## src/rtl/bcd_seq_ctrl.sv

```systemverilog
// Sequential binary-to-BCD converter (double dabble).
// One shift/add-3 iteration per clock, with raw bypass and saturation.
module bcd_seq_ctrl #(
  parameter int          BIN_W   = 14,
  parameter int          DIGITS  = 4,
  parameter logic [31:0] MAX_VAL = 32'd9999
) (
  input  logic        clk,
  input  logic        rst_n,
  input  logic        start,
  input  logic [31:0] binary,
  input  logic        flag,
  output logic        busy,
  output logic        done,
  output logic [31:0] output_bcd,
  output logic        overflow
);

  localparam int CW = $clog2(BIN_W);

  localparam logic [1:0] S_IDLE  = 2'd0;
  localparam logic [1:0] S_SHIFT = 2'd1;
  localparam logic [1:0] S_FIN   = 2'd2;

  logic [1:0]          state;
  logic [31:0]         raw;
  logic                byp;
  logic                sat;
  logic [BIN_W-1:0]    shreg;
  logic [4*DIGITS-1:0] dig;
  logic [4*DIGITS-1:0] dig_adj;
  logic [CW-1:0]       cnt;
  logic [31:0]         sat_val;
  logic [31:0]         pad;

  // Clamp the full 32-bit input to the displayable range
  always_comb begin
    sat_val = (binary > MAX_VAL) ? MAX_VAL : binary;
  end

  // Add 3 to every digit that would overflow a decade on the shift
  always_comb begin
    dig_adj = '0;
    for (int i = 0; i < DIGITS; i++) begin
      if (dig[4*i +: 4] >= 4'd5)
        dig_adj[4*i +: 4] = dig[4*i +: 4] + 4'd3;
      else
        dig_adj[4*i +: 4] = dig[4*i +: 4];
    end
  end

  // Spread digits onto byte lanes, upper nibble of each lane zero
  always_comb begin
    pad = '0;
    for (int i = 0; i < DIGITS; i++) begin
      pad[8*i +: 4] = dig[4*i +: 4];
    end
  end

  // Control FSM and datapath registers
  always_ff @(posedge clk or negedge rst_n) begin
    if (!rst_n) begin
      state      <= S_IDLE;
      raw        <= '0;
      byp        <= 1'b0;
      sat        <= 1'b0;
      shreg      <= '0;
      dig        <= '0;
      cnt        <= '0;
      busy       <= 1'b0;
      done       <= 1'b0;
      output_bcd <= '0;
      overflow   <= 1'b0;
    end else begin
      done <= 1'b0;
      case (state)
        S_IDLE: begin
          if (start) begin
            raw  <= binary;
            byp  <= flag;
            busy <= 1'b1;
            if (flag) begin
              state <= S_FIN;
            end else begin
              shreg <= sat_val[BIN_W-1:0];
              sat   <= (binary > MAX_VAL);
              dig   <= '0;
              cnt   <= '0;
              state <= S_SHIFT;
            end
          end
        end
        S_SHIFT: begin
          dig   <= {dig_adj[4*DIGITS-2:0], shreg[BIN_W-1]};
          shreg <= {shreg[BIN_W-2:0], 1'b0};
          cnt   <= cnt + 1'b1;
          if (cnt == CW'(BIN_W - 1))
            state <= S_FIN;
        end
        S_FIN: begin
          output_bcd <= byp ? raw : pad;
          overflow   <= byp ? 1'b0 : sat;
          done       <= 1'b1;
          busy       <= 1'b0;
          state      <= S_IDLE;
        end
        default: state <= S_IDLE;
      endcase
    end
  end

endmodule
```

## config.mk

```make
export PLATFORM = sky130hd
export DESIGN_NAME = bcd_seq_ctrl
export DESIGN_NICKNAME = d
export VERILOG_FILES = /design/src/rtl/bcd_seq_ctrl.sv
export SDC_FILE = /design/constraint.sdc
export NUM_CORES = 1
export LEC_CHECK = 0
export ABC_AREA = 1
export CAP_MARGIN = 10
export CELL_PAD_IN_SITES_DETAIL_PLACEMENT = 1
export CELL_PAD_IN_SITES_GLOBAL_PLACEMENT = 1
export CORE_MARGIN = 2
export CORE_UTILIZATION = 38
export DETAILED_ROUTE_END_ITERATION = 6
export PLACE_DENSITY = 0.86
export SLEW_MARGIN = 15
export SYNTH_ARGS = -nofsm -noshare
export SYNTH_HDL_FRONTEND = slang
export SYNTH_SLANG_ARGS = --single-unit
```

## constraint.sdc

```tcl
create_clock -name clk -period 1.4 [get_ports clk]
set_input_delay 0.28 -clock clk [delete_from_list [all_inputs] [get_ports clk]]
set_output_delay 0.28 -clock clk [all_outputs]
set_load 0.01 [all_outputs]
```

# Word level (Yosys, flattened, before mapping)
# Index checks and enable logic that the tools add are counted.
# word_totals
ff_bits,105
input_bits,36
# op_classes
addsub,5
order_cmp,5
n_eq_ne,6
muxes,23
n_bitwise,1
reduce_logical,8
# ops
cell,n
14-bit 2-to-1 mux,3
32-bit by 14-bit > comparator with 1-bit output (second input constant),1
16-bit 2-to-1 mux,2
32-bit 2-to-1 mux,1
16-bit case mux with 2 select lines,1
14-bit case mux with 2 select lines,1
4-bit 2-to-1 mux,5
4-bit by 3-bit greater-or-equal comparator with 1-bit output (second input constant),4
4-bit by 2-bit adder with 4-bit output (second input constant),3
4-bit case mux with 2 select lines,1
2-bit 2-to-1 mux,3
2-bit != test (second input constant),3
2-bit AND reduction,3
3-bit AND reduction,2
4-bit by 1-bit adder with 4-bit output (second input constant),1
4-bit == test (second input constant),1
2-bit case mux with 2 select lines,1
2-bit nonzero test,2
3-bit by 2-bit adder with 3-bit output (second input constant),1
1-bit 2-to-1 mux,3
3-bit 2-to-1 mux,1
2-bit by 1-bit == test with 1-bit output (second input constant),1
2-bit == test (second input constant),1
2-bit zero test,1
other kinds (2),2

# Logic depth before layout (Yosys ltp)
# depth
ltp_word,5
mapped_depth,9
depth_no_buf,9

# Worst setup path before layout
# No wires, ideal clock.
# synth_path
kind,flip-flop to flip-flop
startpoint,register dig[8]
endpoint,register dig[9]
setup_ns,0.129
arrival_time_ns,1.223
slack_ns,0.048
path_stages_with_launch,7
n_path_buf,0
period_less_slack_ns,1.352
cell_sequence,dfrtp_1 > inv_1 > ha_1 > o21ai_0 > a21oi_1 > o21ai_0 > o21ai_0
# synth_between
elab_chain_cells,3
word_cells_on_any_way,4
cone_classes,add/sub: 1; order compare: 1; mux: 2
# synth_lines
item,line_no,source
"start, declared",30,logic [4*DIGITS-1:0] dig;
"start signal, assigned",94,"dig <= {dig_adj[4*DIGITS-2:0], shreg[BIN_W-1]};"
4-bit by 2-bit adder with 4-bit output or 4-bit by 3-bit greater-or-equal comparator with 1-bit output (tied branches),"46, 45",
4-bit 2-to-1 mux *,45,if (dig[4*i +: 4] >= 4'd5)
16-bit case mux with 2 select lines *,76,case (state)
# Every way passes the cells marked *; elsewhere a longest branch is shown, timed or not.
# A chain may end at the register's enable or synchronous reset.

# Worst setup path after layout
# layout_path
startpoint,register state[1]
endpoint,register output_bcd[12]
# layout_between
elab_chain_cells,1
# layout_lines
item,line_no,source
"start, declared",25,logic [1:0] state;
"start signal, assigned",63,state <= S_IDLE;
"start signal, assigned",83,state <= S_FIN;
"start signal, assigned",89,state <= S_SHIFT;
2-bit == test,76,
"end signal, assigned",101,output_bcd <= byp ? raw : pad;
"end, declared",15,"output logic [31:0] output_bcd,"
# No other way between the ends.

==> results.cfg <==
[clock_network]
numCtsBuffers = 9
insertion_delay_ns = 0.36
cts_max_level = 3
cts.sinks = 105
tritoncts = done
clkTransAtPathRegs_ns = 0.07
root_buffer = clkbuf_16
ctsLongestPathBuffers = 2

[detailed_routing]
vias = 4282
drc_errors = 0
vias_per_cell = 5.18
first_pass_iters = 4
drt_iter0_markers = 193
drtAntennaViolNets = 0
wire_per_inst_um = 19.1
routed_wl_um = 15800

[global_route]
grt_pass1_vias = 4690
grt_pass1_wl_um = 23600
grt.overflow.total = 0
grt_max_degree = 43
grt_usage_pct = 22.6
antenna_found_initial = 0

[placed_design]
port-buffer-count = 70
numPlacedInstances = 788
dp_hpwl_um = 10100
gp_congestion = 0.806

[floorplan]
coreArea_um2 = 12600
die_x_um = 117
rows = 41
dieArea_um2 = 13700
ios = 71
start_util_pct = 38.7
die-height_um = 117

[run_status]
violations = negative setup slack
status = finished with violations

[pwr]
p_per_area_nw_per_um2 = 2120
p_leak_nw = 3.27
vdd_drop_max_mv = 0.825
finalPower_mw = 14.3

[run]
cap_viol_max_count = 0

[cells_and_area]
antenna_cells = 0
syn2layout_area_growth_pct = 38.6
final_core_util_pct = 53.7
drive_above_1_share_pct = 26.5
instances_no_fill = 826
fillers = 1421
nNetsFinal = 695

[sta]
fmax_mhz = 704
setup_viol = 7
hold_viol = 0
max-slew-margin-rel_pct = 75.9
finClkSkew_ns = 0.00911
rsz0062_at_grt = yes
tightest_slew_ns = 0.361
setup_slack_ns = -0.0197
drv_slew = 0
post-route-min-period_ns = 1.42
period_share_pct = 101

[synth]
yosysTopAreaCell = dfrtp_1
synth_top_area_share_pct = 54.0
synth.distinct_cells = 31
syn_area_um2 = 4870
synth_area_leaders = dfrtp_1, nand2_1, o21ai_0, mux2_2, nor2_1
postSynthCellCount = 515
synth-edff-count = 0
synth_seq_area_share_pct = 54.0
async_flop_share_pct = 100
syn_area_per_cell_um2 = 9.45
synth-main-ff-cell = dfrtp_1
synth_fp_nets = 561
ys_seq_elements = 105
yosys_warnings = 0

[critical_path]
crit_type = flop to flop
cp_slowest_cell = dfrtp_2
slowest_delay_ns = 0.44
reg2reg_from = state[1]
required_ns = 1.63
crit_path_start = state[1]
path_max_fanout = 19
start_kind = flop
cp-end-kind = flop
crit_chain = inv_2 > buf_6 > nor2_4 > buf_4 > clkbuf_16 > nand3_1 > nand2_1
worstPathArrival_ns = 1.65
reg2reg_depth = 7

[worst_hold_path]
hp-start = binary[22]
hold_depth = 2
hold_path.class = input pin to flop
## metrics by stage
stage | setup TNS [ns] | setup slack, ns | area [µm²] | hold WS (ns)
3_3_place_gp | -13.45 | -0.395 | 6120 | 0.215
5_1_grt | -0.948 | -0.125 | 6750 | 0.235
2_1_floorplan | 0 | 0.0476 | 4870 | -0.0156
4_1_cts | -0.0213 | -0.00815 | 6470 | 0.321
3_5_place_dp | -17.24 | -0.492 | 6120 | 0.218
6_report | -0.0503 | -0.0197 | 6750 | 0.225
## metal layers
metal	global-route usage, %	share of wire (%)	vias up
met5	0	0	-
met4	6.98	3.1	0
met3	4.43	3.2	37
met2	41.1	52	108
met1	26.9	41	2165
li1	-	-	1972
## cells by family (layout without fill, tap and decap cells)
group                      after synthesis  after routing  synth area share, %
buffers and inverters                   61            200                 6.01
AOI/OAI and AO/OA                      100            100                 11.7
xor gates and xnor gates                 5              5                0.899
DFF                                    105            105                 54.0
adders and majority gates               10             10                 2.57
muxes                                   27             27                 7.02
and+or+nand+nor                        207            207                 17.8
## Yosys cell counts, types with 3 or more instances
cell type,n
dfrtp_1,105
clkbuf_1,5
mux2_2,17
mux2_4,10
nor2_1,45
buf_2,9
ha_1,10
nand3_1,29
a31oi_1,16
buf_4,4
a21oi_1,10
xor2_1,5
nand2_1,124
inv_1,30
buf_6,5
inv_2,6
o211ai_1,3
nand2_2,3
o21bai_1,6
o21ai_0,50
nor2_4,3
o22ai_1,9
o21ai_1,3
## final cells by class
| type | instances | area (µm²) | area share (%) |
|---|---|---|---|
| multi-input cells | 349 | 2060 | 30.6 |
| inverters | 37 | 146 | 2.17 |
| repair buffers | 147 | 1390 | 20.6 |
| clock inverters | 4 | 48.8 | 0.723 |
| well taps | 172 | 215 | 3.19 |
| flip-flops and latches | 105 | 2630 | 39.0 |
| clock buffers | 12 | 256 | 3.80 |
## flip-flops by register name, summed over array words and instances, names as in the netlist
signal      cells
shreg          14
overflow        1
cnt             4
done            1
state           2
busy            1
sat             1
raw            32
output_bcd     32
dig            16
byp             1
## cells in the final DEF (no fill, tap or decap), types with 4 or more instances in the layout
cell,netlist,final
nand2_1,124,121
dfrtp_1,105,104
buf_4,4,67
dlygate4sd2_1,0,42
nor2_1,45,38
o21ai_0,50,36
nand3_1,29,27
inv_1,30,19
mux2_2,17,17
a31oi_1,16,16
inv_2,6,14
o21ai_1,3,14
dlymetal6s2s_1,0,14
clkdlybuf4s50_1,0,13
clkbuf_16,0,11
mux2_4,10,10
o22ai_1,9,9
nor2_2,0,7
buf_12,0,7
o21bai_1,6,6
a21oi_2,0,6
xor2_1,5,5
ha_1,10,5
nand2_2,3,4
a21oi_1,10,4
## worst max-delay path: cells and delay by family (launching register included)
| kind | cells | cell delay (ns) |
|---|---|---|
| buf+inv | 4 | 0.61 |
| flops | 1 | 0.44 |
| simple gates | 3 | 0.23 |
## power by group
group          internal, mW  switching (mW)
Clock                  1.49            1.15
Combinational          2.86            3.48
Sequential             4.40           0.928
## repair_timing
action / in CTS / in global routing
pin swaps: 14 / 24
gates resized for setup: 64 / 53
buffers inserted: 5 / 14
hold buffers: 1 / 0
setup endpoints to repair: 70 / 83
cloned: 0 / 2
endpoints found under the hold margin: 23 / 0
## worst paths after layout
path | slack (ns) | end
setup / recovery | -0.02 | output_bcd[12]
hold reg to reg | 0.48 | shreg[1]
setup reg to reg | -0.02 | output_bcd[12]
max in group asynchronous | 0.44 | state[1]
min in group asynchronous | 0.40 | output_bcd[30]
hold / removal | 0.22 | raw[22]
Power figures use the tool's default switching activity.
